File: src/rtl/uart_pkg.sv
// Shared UART definitions: FSM state encoding, frame shape and command byte index.
package uart_pkg;

    typedef enum logic [1:0] {
        ST_IDLE  = 2'd0,
        ST_START = 2'd1,
        ST_DATA  = 2'd2,
        ST_STOP  = 2'd3
    } uart_state_t;

    localparam int DATA_BITS = 8;
    localparam int STOP_BITS = 1;
    localparam int BIT_IDX_W = $clog2(DATA_BITS);

    typedef logic [1:0] byte_idx_t;
    localparam byte_idx_t LAST_BYTE = 2'd2;

endpackage

File: src/rtl/uart_tx.sv
// UART 8N1 transmitter: sends resp as start, 8 data bits LSB first, stop.
// Latency: start bit begins the cycle after send_resp is accepted; frame is 10*BAUD_DIV cycles.
// Backpressure: send_resp is ignored while tx_busy is high.
module uart_tx
    import uart_pkg::*;
#(
    parameter int BAUD_DIV = 4340
) (
    input  logic       clk,
    input  logic       rst,
    input  logic [7:0] resp,
    input  logic       send_resp,
    output logic       TX,
    output logic       tx_busy,
    output logic       resp_sent
);

    localparam int CNT_W = $clog2(BAUD_DIV);
    localparam logic [CNT_W-1:0] BIT_LAST = CNT_W'(BAUD_DIV - 1);
    localparam logic [BIT_IDX_W-1:0] LAST_BIT = BIT_IDX_W'(DATA_BITS - 1);

    uart_state_t            state;
    logic [CNT_W-1:0]       cnt;
    logic [DATA_BITS-1:0]   shreg;
    logic [BIT_IDX_W-1:0]   bit_idx;
    logic                   bit_end;

    assign bit_end = (cnt == BIT_LAST);

    always_ff @(posedge clk or posedge rst) begin
        if (rst) begin
            state     <= ST_IDLE;
            cnt       <= '0;
            shreg     <= '0;
            bit_idx   <= '0;
            TX        <= 1'b1;
            tx_busy   <= 1'b0;
            resp_sent <= 1'b0;
        end else begin
            resp_sent <= 1'b0;
            if (state != ST_IDLE) begin
                cnt <= bit_end ? '0 : cnt + CNT_W'(1);
            end
            case (state)
                ST_IDLE: begin
                    if (send_resp) begin
                        shreg   <= resp;
                        cnt     <= '0;
                        TX      <= 1'b0;
                        tx_busy <= 1'b1;
                        state   <= ST_START;
                    end
                end
                ST_START: begin
                    if (bit_end) begin
                        TX      <= shreg[0];
                        shreg   <= shreg >> 1;
                        bit_idx <= '0;
                        state   <= ST_DATA;
                    end
                end
                ST_DATA: begin
                    if (bit_end) begin
                        if (bit_idx == LAST_BIT) begin
                            TX    <= 1'b1;
                            state <= ST_STOP;
                        end else begin
                            TX      <= shreg[0];
                            shreg   <= shreg >> 1;
                            bit_idx <= bit_idx + BIT_IDX_W'(1);
                        end
                    end
                end
                ST_STOP: begin
                    // busy drops and the completion pulse fires on the same edge
                    if (bit_end) begin
                        tx_busy   <= 1'b0;
                        resp_sent <= 1'b1;
                        state     <= ST_IDLE;
                    end
                end
                default: state <= ST_IDLE;
            endcase
        end
    end

endmodule

File: src/rtl/uart_comm_slv.sv
// UART command slave: assembles 3 received bytes into cmd, transmits 1-byte responses.
// Latency: cmd/cmd_rdy update at the third stop-bit midpoint; TX frame starts 1 cycle after send_resp.
// Backpressure: bytes arriving while cmd_rdy is high are dropped with frm_err; send_resp ignored while tx_busy.
module uart_comm_slv
    import uart_pkg::*;
#(
    parameter int BAUD_DIV = 4340
) (
    input  logic        clk,
    input  logic        rst,
    input  logic        RX,
    output logic        TX,
    output logic [23:0] cmd,
    output logic        cmd_rdy,
    input  logic        clr_cmd_rdy,
    input  logic [7:0]  resp,
    input  logic        send_resp,
    output logic        resp_sent,
    output logic        tx_busy,
    output logic        frm_err
);

    localparam int CNT_W = $clog2(BAUD_DIV);
    localparam logic [CNT_W-1:0] BIT_LAST  = CNT_W'(BAUD_DIV - 1);
    localparam logic [CNT_W-1:0] HALF_LAST = CNT_W'(BAUD_DIV / 2 - 1);
    localparam logic [BIT_IDX_W-1:0] LAST_BIT = BIT_IDX_W'(DATA_BITS - 1);

    logic                   rx_meta;
    logic                   rx_sync;
    logic                   rx_prev;
    uart_state_t            rx_state;
    logic [CNT_W-1:0]       rx_cnt;
    logic [BIT_IDX_W-1:0]   rx_bit_idx;
    logic [DATA_BITS-1:0]   rx_shreg;
    byte_idx_t              byte_idx;
    logic [7:0]             cmd_hi;
    logic [7:0]             cmd_mid;

    always_ff @(posedge clk or posedge rst) begin
        if (rst) begin
            rx_meta <= 1'b1;
            rx_sync <= 1'b1;
            rx_prev <= 1'b1;
        end else begin
            rx_meta <= RX;
            rx_sync <= rx_meta;
            rx_prev <= rx_sync;
        end
    end

    always_ff @(posedge clk or posedge rst) begin
        if (rst) begin
            rx_state   <= ST_IDLE;
            rx_cnt     <= '0;
            rx_bit_idx <= '0;
            rx_shreg   <= '0;
            byte_idx   <= '0;
            cmd_hi     <= '0;
            cmd_mid    <= '0;
            cmd        <= '0;
            cmd_rdy    <= 1'b0;
            frm_err    <= 1'b0;
        end else begin
            frm_err <= 1'b0;
            // a completing command below overrides this clear
            if (clr_cmd_rdy) begin
                cmd_rdy <= 1'b0;
            end
            case (rx_state)
                ST_IDLE: begin
                    if (rx_prev && !rx_sync) begin
                        rx_cnt   <= '0;
                        rx_state <= ST_START;
                    end
                end
                ST_START: begin
                    if (rx_cnt == HALF_LAST) begin
                        rx_cnt     <= '0;
                        rx_bit_idx <= '0;
                        rx_state   <= rx_sync ? ST_IDLE : ST_DATA;
                    end else begin
                        rx_cnt <= rx_cnt + CNT_W'(1);
                    end
                end
                ST_DATA: begin
                    if (rx_cnt == BIT_LAST) begin
                        rx_cnt   <= '0;
                        rx_shreg <= {rx_sync, rx_shreg[DATA_BITS-1:1]};
                        if (rx_bit_idx == LAST_BIT) begin
                            rx_state <= ST_STOP;
                        end else begin
                            rx_bit_idx <= rx_bit_idx + BIT_IDX_W'(1);
                        end
                    end else begin
                        rx_cnt <= rx_cnt + CNT_W'(1);
                    end
                end
                ST_STOP: begin
                    // leave at the stop midpoint so a back-to-back start edge is caught
                    if (rx_cnt == BIT_LAST) begin
                        rx_cnt   <= '0;
                        rx_state <= ST_IDLE;
                        if (!rx_sync) begin
                            frm_err  <= 1'b1;
                            byte_idx <= '0;
                        end else if (cmd_rdy) begin
                            frm_err <= 1'b1;
                        end else if (byte_idx == LAST_BYTE) begin
                            cmd      <= {cmd_hi, cmd_mid, rx_shreg};
                            cmd_rdy  <= 1'b1;
                            byte_idx <= '0;
                        end else begin
                            if (byte_idx == 2'd0) begin
                                cmd_hi <= rx_shreg;
                            end else begin
                                cmd_mid <= rx_shreg;
                            end
                            byte_idx <= byte_idx + 2'd1;
                        end
                    end else begin
                        rx_cnt <= rx_cnt + CNT_W'(1);
                    end
                end
                default: rx_state <= ST_IDLE;
            endcase
        end
    end

    uart_tx #(
        .BAUD_DIV (BAUD_DIV)
    ) u_tx (
        .clk       (clk),
        .rst       (rst),
        .resp      (resp),
        .send_resp (send_resp),
        .TX        (TX),
        .tx_busy   (tx_busy),
        .resp_sent (resp_sent)
    );

endmodule

File: config.mk
export PLATFORM = sky130hd
export DESIGN_NAME = uart_comm_slv
export DESIGN_NICKNAME = d
export VERILOG_FILES = /design/src/rtl/uart_pkg.sv /design/src/rtl/uart_tx.sv /design/src/rtl/uart_comm_slv.sv
export SDC_FILE = /design/constraint.sdc
export NUM_CORES = 1
export LEC_CHECK = 0
export BUFFER_PORTS_ARGS = -buffer_cell sky130_fd_sc_hd__buf_2
export CORE_ASPECT_RATIO = 1.4
export CORE_MARGIN = 3
export CORE_UTILIZATION = 50
export DETAILED_ROUTE_END_ITERATION = 7
export PLACE_DENSITY = 0.69
export SYNTH_ARGS = -nofsm -noshare
export SYNTH_HDL_FRONTEND = slang
export SYNTH_HIERARCHICAL = 1
export SYNTH_SLANG_ARGS = --single-unit
File: constraint.sdc
create_clock -name clk -period 3.91 [get_ports clk]
set_input_delay 0.1955 -clock clk [delete_from_list [all_inputs] [get_ports clk]]
set_output_delay 0.1955 -clock clk [all_outputs]
set_load 0.02 [all_outputs]
### After elaboration in Yosys (flattened, before gate mapping)

Cells that the tools add are included.

| word-level totals | value |
|---|---|
| word-level logic and storage cells | 133 |
| flip-flop bits (word level) | 102 |
| output and inout bits | 29 |

| operators by class | value |
|---|---|
| add/subtract/negate cells | 5 |
| muxes and demuxes | 57 |
| reduce and logical (&&, ||, !) cells | 23 |
| bitwise logic cells | 3 |
| eq/ne operators | 25 |

Operator list:

| kind | number |
|---|---|
| 2-to-1 mux 13 bit | 7 |
| case mux 13 bit (3 select lines) | 1 |
| 2-to-1 mux 8 bit | 4 |
| 2-to-1 mux 2 bit | 14 |
| adder 13 x 1 -> 13 bit, second input constant | 2 |
| equality test 13 bit, second input constant | 2 |
| case mux 8 bit (3 select lines) | 1 |
| AND reduction 5 bit | 4 |
| 2-to-1 mux 1 bit | 18 |
| 2-to-1 mux 3 bit | 6 |
| != test 2 bit, second input constant | 9 |
| case mux 2 bit (4 select lines) | 2 |
| equality test 13 x 12 -> 1 bit, second input constant | 1 |
| case mux 3 bit (2 select lines) | 2 |
| AND reduction 4 bit | 3 |
| AND reduction 6 bit | 2 |
| equality test 2 bit, second input constant | 5 |
| != test 2 x 1 -> 1 bit, second input constant | 4 |
| nonzero test 2 bit | 4 |
| adder 3 x 1 -> 3 bit, second input constant | 2 |
| equality test 3 bit, second input constant | 2 |
| logical NOT 2 bit | 3 |
| AND reduction 3 bit | 2 |
| equality test 2 x 1 -> 1 bit, second input constant | 2 |
| other kinds (9) | 11 |

### Longest topological paths before layout

Gate-level depths: netlist of run 1.

| depth | value |
|---|---|
| depth after elaboration | 6 |
| gate-level depth with buffers | 8 |

### Hierarchy

Netlist of run 1, hierarchy kept.

Modules (own cells, without submodules):

| module | area each (um^2) | cells an instance | instances |
|---|---|---|---|
| uart_comm_slv | 3138.0 | 242 | 1 |
| uart_tx | 1697.9 | 159 | 1 |

### Least setup slack after synthesis of run 1

OpenSTA, ideal clock, no wires.

| timing | value |
|---|---|
| path kind | reg-to-reg |
| start point | register rx_cnt[0] |
| end point | register cmd[11] |
| setup slack | 1.277 ns |
| cell stages (with the launch flop) | 8 |
| path buffers | 1 |
| data arrival time | 2.508 ns |
| data required time | 3.785 ns |
| cell sequence | dfrtp_1 > ha_1 > or4bb_1 > nor4_4 > nand4_4 > nor3b_4 > buf_6 > mux2_2 |

| between the ends | value |
|---|---|
| longest elaborated chain between the ends | 2 |

RTL lines:

| what | line | text |
|---|---|---|
| start: declaration | uart_comm_slv.sv:32 | `logic [CNT_W-1:0] rx_cnt;` |
| start signal: assignment | uart_comm_slv.sv:82 | `rx_cnt <= rx_cnt + CNT_W'(1);` |
| start signal: assignment | uart_comm_slv.sv:95 | `rx_cnt <= rx_cnt + CNT_W'(1);` |
| start signal: assignment | uart_comm_slv.sv:121 | `rx_cnt <= rx_cnt + CNT_W'(1);` |
| equality test 13 bit | uart_comm_slv.sv:100 | `if (rx_cnt == BIT_LAST) begin` |
| AND reduction 5 bit (no line) | - |  |
| end signal: assignment | uart_comm_slv.sv:109 | `cmd <= {cmd_hi, cmd_mid, rx_shreg};` |
| end: declaration | uart_comm_slv.sv:13 | `output logic [23:0] cmd,` |

Every way passes these cells.
A chain may end at the register's enable or synchronous reset.

### Worst setup path in the final report of run 1

| timing | value |
|---|---|
| start point | register rx_cnt[0] |
| end point | register cmd[3] |

The elaborated chain is that of the path after synthesis.

==> results of run 1 <==
==> layout by cell type (no fill, tap or decap), types with 9 or more instances in the layout <==
master,instances
mux2_2,59
o21ai_0,21
a21oi_1,12
clkbuf_16,9
nand2_1,25
or3_1,9
ha_1,11
buf_2,41
inv_1,23
dfrtp_1,98
nor2_1,18
nand3_1,10
==> state kept, by name, summed over array words and instances, names as in the netlist, 8 cells and up, named ones only <==
signal / cells
cmd: 24
rx_cnt: 13
u_tx/cnt: 13
cmd_hi: 8
cmd_mid: 8
rx_shreg: 8
u_tx/shreg: 8
==> Yosys cell counts (3+ instances only) <==
cell	n	area share
mux2_1	7	0.016
mux2_2	59	0.14
nor3_1	7	0.0072
buf_6	3	0.0070
dfrtp_1	98	0.51
nor2_1	18	0.014
or3_1	9	0.012
nand3_1	10	0.010
clkbuf_1	6	0.0047
a22o_1	4	0.0072
o31ai_1	4	0.0062
dfstp_2	4	0.022
inv_1	24	0.019
nor4_1	5	0.0065
o21ai_0	21	0.022
nor2b_1	4	0.0052
or2_2	4	0.0052
a21oi_1	12	0.012
ha_1	11	0.028
a21o_1	4	0.0062
nand2_1	25	0.019
==> critical path: stages, from the launching register on <==
cell and delay [ps]:
dfrtp_1 440, ha_1 280, or4bb_1 570, nor4_4 310, nand4_4 190, nor3b_4 210
buf_4 330, mux2_2 380
==> metrics by stage <==
step	hold slack, ps	util
2_1_floorplan	200	-
3_3_place_gp	315	0.557
3_5_place_dp	318	0.557
4_1_cts	105	0.595
5_1_grt	121	0.595
6_report	113	0.595
==> power breakdown <==
group / switching (uW) / internal (uW)
logic: 108 / 55.7
clock network: 419 / 533
registers: 39.2 / 1080
==> per-layer routing <==
metal | track usage | wire (um) | up-vias
met5 | 0 | 0 | -
li1 | - | - | 1552
met1 | 0.218 | 3720 | 1614
met4 | 0.0698 | 154 | 0
met3 | 0.0403 | 344 | 11
met2 | 0.309 | 4660 | 63
==> layout make-up <==
cell class / instances / area share
clock buffer: 10 / 0.0435
clock inverter: 6 / 0.0157
inverter: 25 / 0.0171
multi-input combinational: 262 / 0.386
sequential: 102 / 0.466
tap: 107 / 0.0244
timing repair buffer: 48 / 0.0478
==> worst max path at each step <==
stage / from / endpoint / slack (ps) / depth (start not counted)
floorplan: rx_cnt[0]$_DFFE_PP0P_ / cmd[11]$_DFFE_PP0P_ / 1280 / 7
global placement: rx_cnt[0]$_DFFE_PP0P_ / cmd[13]$_DFFE_PP0P_ / 1160 / 7
detailed placement: rx_cnt[0]$_DFFE_PP0P_ / cmd[3]$_DFFE_PP0P_ / 1090 / 7
CTS: rx_cnt[0]$_DFFE_PP0P_ / cmd[3]$_DFFE_PP0P_ / 1090 / 7
global route: rx_cnt[0]$_DFFE_PP0P_ / cmd[9]$_DFFE_PP0P_ / 880 / 7
finish: rx_cnt[0]$_DFFE_PP0P_ / cmd[3]$_DFFE_PP0P_ / 1090 / 7
==> what timing repair did <==
action | 4_1_cts | 5_1_grt
endpoints found under the setup margin | 0 | 0
hold endpoints to repair | 29 | 0
hold buffers | 2 | 0
==> logic make-up (layout without fill, tap and decap cells) <==
kind of cell | Yosys count | count (layout) | synth area share
flip-flops | 102 | 102 | 0.529
buffers and inverters | 37 | 89 | 0.0339
AND/OR/NAND/NOR | 108 | 108 | 0.137
multiplexers | 70 | 70 | 0.164
XOR/XNOR | 2 | 2 | 0.00362
adder cells (fa/ha/maj) | 11 | 11 | 0.0285
AO/OA/AOI/OAI | 71 | 71 | 0.104
==> flow_summary.json, run 1 <==
{
  "status": "finished, final reports clean",
  "grt-ovfl-total": 0,
  "die-area_um2": 10900,
  "avgRoutedWirePerCell_um": 15.9,
  "end_kind": "flop",
  "synthDistinctLibCells": 64,
  "hold_violations": 0,
  "syn_to_final_growth_pct": 13.6,
  "arrival_ps": 3050,
  "finalPower_uw": 2230,
  "r2r_slack_ps": 1090,
  "worst-setup-path-type": "reg -> reg",
  "die_w_um": 89.1,
  "r2r-end": "cmd[3]$_DFFE_PP0P_",
  "ir_worst_vdd_uv": 342,
  "hold_class": "in -> reg",
  "leakagePower_uw": 0.00268,
  "drive_gt1_frac": 0.329,
  "grt_max_degree": 48,
  "crit_fanout": 25,
  "cp-start-kind": "flop",
  "initial_utilization": 0.524,
  "cts-resized-gates": 0,
  "yosysSeqAreaShare": 0.529,
  "final_nets": 472,
  "max_slew_margin": 0.349,
  "max_freq_ghz": 0.355,
  "post_dp_cell_area_um2": 5150,
  "required_ps": 4140,
  "antenna_left": 0,
  "track_usage": 0.180,
  "cts_buffers": 9,
  "synth_area_um2": 4840,
  "setup_tns_ps": 0,
  "multi_input_area_um2": 2120,
  "async_flop_share": 1.00,
  "setup-violations-final": 0,
  "synth_edf_count": 0,
  "stdcell_count": 560,
  "h-tree-depth": 3,
  "r2r_start": "rx_cnt[0]$_DFFE_PP0P_",
  "dp_slack_ps": 1090,
  "gp_congestion": 0.807,
  "tightest_slew_ps": 975,
  "vias": 3240,
  "powerDensity_nw_per_um2": 406,
  "dpl.hpwl_mm": 6.12,
  "ioPinCount": 42,
  "dr.pass1.iters": 4,
  "period_share": 0.720,
  "viasPerCell": 5.79,
  "dp.cells": 542,
  "yosysWarningCount": 6,
  "antenna_found_initial": 0,
  "portBuffers": 41,
  "die_h_um": 122,
  "postCtsSetupRepairBufs": 0,
  "hp-start": "clr_cmd_rdy",
  "grt_pass1_vias": 3329,
  "finish.instance_area_um2": 5490,
  "syn-num-nets": 425,
  "syn-mean-instance-area_um2": 12.1,
  "clk_pin_slew_ps": 70,
  "nFillCells": 773,
  "regArea_um2": 2560,
  "num_rows": 41,
  "cts_root_buffer": "clkbuf_16",
  "rsz0062_at_grt": "false",
  "cap_viol_max_count": 0,
  "diodes": 0,
  "core_area_um2": 9230,
  "whs_path_depth": 3,
  "ys_dominant_reg_cell": "dfrtp_1",
  "drv_slew": 0,
  "setup_ws_ps": 1090,
  "cts_tree": "done",
  "drt_iter0_drc": 173,
  "clock_sinks": 102,
  "skew_ps": 5.20,
  "synthCells": 401,
  "worst_r2r_path_depth": 7,
  "drc": 0,
  "grt_pass1_wl_mm": 15.4,
  "layout_min_cycle_time_ps": 2820,
  "synth_seq_cells": 102,
  "clock_latency_ps": 340,
  "cts_buffer_depth": 2,
  "routed_wl_mm": 8.88,
  "hold_end": "cmd_rdy$_DFF_PP0_"
}
Power figures use the tool's default switching activity.
==> run 2: changes to the inputs <==
Clock period 3.91 ns to 2.9 ns, I/O delays scaled along.
==> run 2 against run 1 <==
Maximum frequency grew 2.4%. Clock skew about the same. Final cell count up 0.54%. Core utilization shrank 0.20 points. First-iteration DRC count up 14%. Worst setup slack lost 940 ps. Highest routed layer unchanged.
==> flow_summary.json, run 2 (synthesized netlist as in run 1, its figures left out) <==
{
  "die-area_um2": 10900,
  "drt_iter0_drc": 197,
  "dpl.hpwl_mm": 6.19,
  "hold_class": "in -> reg",
  "setup_tns_ps": 0,
  "diodes": 0,
  "crit_fanout": 25,
  "syn_to_final_growth_pct": 13.2,
  "final_common_cell": "dfrtp_1",
  "grt-ovfl-total": 0,
  "utilization": 0.593,
  "p_seq_frac": 0.527,
  "dr.pass1.iters": 4,
  "dp_slack_ps": 178,
  "cts_root_buffer": "clkbuf_16",
  "grt_pass1_wl_mm": 15.4,
  "avgRoutedWirePerCell_um": 15.9,
  "hold_violations": 0,
  "power_frac_clock": 0.392,
  "largestRegisters": "cmd x24, rx_cnt x13, u_tx/cnt x13",
  "vias": 3288,
  "required_ps": 3120,
  "postCtsSetupRepairBufs": 0,
  "max_slew_margin": 0.429,
  "p_switching_uw": 729,
  "max_freq_ghz": 0.364,
  "antenna_found_initial": 0,
  "drc": 0,
  "cts_buffer_depth": 2,
  "num_rows": 41,
  "cpMaxStageDelayCell": "or4bb_1",
  "clock_latency_ps": 340,
  "setup_ws_ps": 152,
  "regArea_um2": 2560,
  "rsz0062_at_grt": "false",
  "nFillCells": 766,
  "clock_sinks": 102,
  "stdcell_count": 563,
  "core_area_um2": 9230,
  "p_int_uw": 2120,
  "critPathTopFamily": "simple AND/OR/NAND/NOR gates",
  "cts_tree": "done",
  "final_cell_mix": "98 x dfrtp_1, 59 x mux2_2, 41 x buf_2",
  "end_kind": "flop",
  "grt_max_degree": 33,
  "skew_ps": 4.83,
  "cp-start-kind": "flop",
  "cts_buffers": 9,
  "portBuffers": 41,
  "crit_chain": "ha_1 > or4bb_1 > nor4_4 > nand4_4 > nor3b_4 > buf_12 > mux2_2",
  "antenna_left": 0,
  "largest_register": "cmd",
  "path_buf_inv": 1,
  "h-tree-depth": 3,
  "drv_slew": 0,
  "period_share": 0.948,
  "cts-resized-gates": 0,
  "grt_pass1_vias": 3280,
  "ir_worst_vdd_uv": 310,
  "share_comb_of_total_power": 0.081,
  "final_nets": 475,
  "die_w_um": 89.1,
  "dp.cells": 545,
  "gp_congestion": 0.774,
  "leakagePower_uw": 0.00266,
  "max_stage_delay_ps": 570,
  "ioPinCount": 42,
  "status": "finished, final reports clean",
  "clk_pin_slew_ps": 70,
  "layout_min_cycle_time_ps": 2750,
  "routed_wl_mm": 8.93,
  "drive_gt1_frac": 0.329,
  "setup-violations-final": 0,
  "initial_utilization": 0.524,
  "switching_share": 0.256,
  "viasPerCell": 5.84,
  "largest_reg_flops": 24,
  "powerDensity_nw_per_um2": 520,
  "r2r_slack_ps": 150,
  "cap_viol_max_count": 0,
  "track_usage": 0.179,
  "worst-setup-path-type": "reg -> reg",
  "tightest_slew_ps": 833,
  "die_h_um": 122,
  "multi_input_area_um2": 2110,
  "arrival_ps": 2970
}
## run 2: path summary, 6_finish.rpt
path	depth (start not counted)	from	to
max	7	rx_cnt[0]$_DFFE_PP0P_	cmd[21]$_DFFE_PP0P_
min	3	clr_cmd_rdy	cmd_rdy$_DFF_PP0_
max reg2reg	7	rx_cnt[0]$_DFFE_PP0P_	cmd[21]$_DFFE_PP0P_
min reg2reg	0	rx_meta$_DFF_PP1_	rx_sync$_DFF_PP1_
max in group asynchronous	4	rst	rx_prev$_DFF_PP1_
min in group asynchronous	3	rst	u_tx/cnt[8]$_DFF_PP0_
## run 2: metrics by stage
| stage | hold slack, ps | total power [uW] | area [um^2] |
|---|---|---|---|
| finish | 69.7 | 2850 | 5470 |
| global placement | 184 | 1740 | 5180 |
| detailed placement | 187 | 1760 | 5180 |
| global route | 73.8 | 2970 | 5470 |
| CTS | 57.0 | 2890 | 5470 |
| floorplan | 149 | 1680 | 4840 |
## run 2: area by class of cell
cell class / count / area share
Clock buffer: 10 / 0.0418
Clock inverter: 6 / 0.00869
Inverter: 25 / 0.0171
Multi-Input combinational cell: 262 / 0.386
Sequential cell: 102 / 0.467
Tap cell: 107 / 0.0245
Timing Repair Buffer: 51 / 0.0544
## run 2: worst register-to-register path, cell delays in order, from the launching register on
cell     delay (ps)
dfrtp_1         430
ha_1            280
or4bb_1         570
nor4_4          330
nand4_4         190
nor3b_4         260
buf_12          210
mux2_2          360
## run 2: timing repair
| item | in CTS | in global routing |
|---|---|---|
| endpoints found under the hold margin | 39 | 0 |
| hold buffers | 2 | 0 |
| setup endpoints to repair | 0 | 0 |
## run 2: routing by layer
| layer | routed length (um) | vias up | part of all wire | track usage |
|---|---|---|---|---|
| met5 | 0 | - | 0 | 0 |
| met1 | 3840 | 1666 | 0.43 | 0.221 |
| met4 | 122 | 0 | 0.014 | 0.0596 |
| met2 | 4620 | 61 | 0.52 | 0.308 |
| li1 | - | 1550 | - | - |
| met3 | 350 | 11 | 0.039 | 0.0383 |
## run 2: power by group through the flow
stage | Sequential [uW] | Clock (uW) | Combinational [uW]
after global placement | 1520 | 0 | 220
after floorplan | 1500 | 0 | 176
after global routing | 1510 | 1200 | 258
after detailed placement | 1530 | 0 | 228
after CTS | 1500 | 1160 | 232
final | 1500 | 1120 | 230
==> run 3: changes to the inputs <==
Settings changed: RECOVER_POWER set to 25.
==> run 3 against run 2 <==
Combinational power hardly changed. Sequential cell count stayed put. Count of clock-buffer cells in the layout stayed put. Sequential share of layout area is 0.18 points higher. Maximum frequency hardly changed. Sequential power hardly changed. Critical path type unchanged. Largest cell class unchanged. Largest power group unchanged.
==> flow_summary.json, run 3 (synthesized netlist as in run 1, its figures left out) <==
{
  "clock_sinks": 102,
  "final_nets": 475,
  "max_slew_margin": 0.203,
  "core_area_um2": 9230,
  "setup-violations-final": 0,
  "postCtsHoldBufs": 2,
  "hold_violations": 0,
  "vias": 3262,
  "ioPinCount": 42,
  "clk_pin_slew_ps": 70,
  "drt_iter0_drc": 201,
  "clock_latency_ps": 340,
  "end_kind": "flop",
  "gp_congestion": 0.774,
  "largest_reg_flops": 24,
  "cts_buffer_depth": 2,
  "track_usage": 0.179,
  "wl_met1_mm": 3.93,
  "crit_fanout": 25,
  "grt-ovfl-total": 0,
  "cts_root_buffer": "clkbuf_16",
  "drive_gt1_frac": 0.287,
  "syn_to_final_growth_pct": 12.8,
  "crit_chain": "ha_1 > or4bb_1 > nor4_4 > nand4_4 > nor3b_4 > buf_12 > mux2_2",
  "finish.instance_area_um2": 5450,
  "worst-setup-path-type": "reg -> reg",
  "dpl.hpwl_mm": 6.19,
  "max_stage_delay_ps": 570,
  "cpMaxStageDelayCell": "or4bb_1",
  "initial_utilization": 0.524,
  "num_rows": 41,
  "drc": 0,
  "hold_class": "in -> reg",
  "path_buf_inv": 1,
  "arrival_ps": 2970,
  "tightest_slew_ps": 1190,
  "postCtsSetupRepairBufs": 0,
  "met3_length_um": 304,
  "cts-resized-gates": 0,
  "routed_wl_mm": 8.96,
  "viasPerCell": 5.79,
  "post_dp_cell_area_um2": 5180,
  "setup_tns_ps": 0,
  "max_freq_ghz": 0.364,
  "grt_pass1_wl_mm": 15.4,
  "cp-startpoint": "rx_cnt[0]$_DFFE_PP0P_",
  "antenna_left": 0,
  "status": "finished, final reports clean",
  "die-area_um2": 10900,
  "required_ps": 3120,
  "die_h_um": 122,
  "final_cell_mix": "98 x dfrtp_1, 59 x mux2_2, 25 x nand2_1",
  "h-tree-depth": 3,
  "grt_max_degree": 33,
  "portBuffers": 41,
  "drv_slew": 0,
  "hp-start": "clr_cmd_rdy",
  "cts_buffers": 9,
  "avgRoutedWirePerCell_um": 15.9,
  "ir_worst_vdd_uv": 311,
  "final_common_cell": "dfrtp_1",
  "wl_met2_mm": 4.60,
  "cp-start-kind": "flop",
  "skew_ps": 5.41,
  "leakagePower_uw": 0.00259,
  "largestRegisters": "cmd x24, rx_cnt x13, u_tx/cnt x13",
  "r2r_start": "rx_cnt[0]$_DFFE_PP0P_",
  "rsz0062_at_grt": "false",
  "die_w_um": 89.1,
  "finalPower_uw": 2850,
  "grt_pass1_vias": 3280,
  "cap_viol_max_count": 0,
  "critPathTopFamily": "simple AND/OR/NAND/NOR gates",
  "largest_register": "cmd",
  "antenna_found_initial": 0,
  "powerDensity_nw_per_um2": 523,
  "cts_tree": "done",
  "layout_min_cycle_time_ps": 2750,
  "top_layer_used": "met4",
  "period_share": 0.948,
  "dr.pass1.iters": 4,
  "diodes": 0
}
## run 3: report_power, final
part	switching, uW	internal, uW
sequential	51.7	1450
combinational	150	79.8
clock	530	588
## run 3: tightest hold or removal path: cells and delay by family
kind / cells / cell delay, ps
buffers and inverters: 2 / 130
AOI/OAI and AO/OA: 1 / 100
## run 3: metrics by stage
| step | hold slack (ps) | std cells | util | setup WS [ps] |
|---|---|---|---|---|
| 5_1_grt | 73.8 | 563 | 0.591 | 34.0 |
| 4_1_cts | 57.0 | 563 | 0.593 | 175 |
| 6_report | 69.6 | 563 | 0.591 | 151 |
| 3_5_place_dp | 187 | 545 | 0.561 | 178 |
| 3_3_place_gp | 184 | 545 | 0.561 | 256 |
| 2_1_floorplan | 149 | 401 | - | 267 |
## run 3: path summary, 6_finish.rpt
kind,to,depth (start not counted),slack (ps)
setup reg to reg,cmd[21]$_DFFE_PP0P_,7,150
setup / recovery,cmd[21]$_DFFE_PP0P_,7,150
min in group asynchronous,u_tx/cnt[8]$_DFF_PP0_,3,360
hold / removal,cmd_rdy$_DFF_PP0_,3,70
max in group asynchronous,rx_prev$_DFF_PP1_,4,1240
hold reg to reg,rx_sync$_DFF_PP1_,0,370
## run 3: layer usage
| metal | up-vias | global-route usage |
|---|---|---|
| met1 | 1649 | 0.221 |
| li1 | 1550 | - |
| met5 | - | 0 |
| met4 | 0 | 0.0596 |
| met2 | 52 | 0.308 |
| met3 | 11 | 0.0383 |
## run 3: final cells by class
| class | count | area, um^2 |
|---|---|---|
| Sequential cell | 102 | 2560 |
| Fill cell | 778 | 3780 |
| Timing Repair Buffer | 51 | 277 |
| Multi-Input combinational cell | 262 | 2110 |
| Clock buffer | 10 | 229 |
| Inverter | 25 | 93.8 |
| Clock inverter | 6 | 47.5 |
| Tap cell | 107 | 134 |
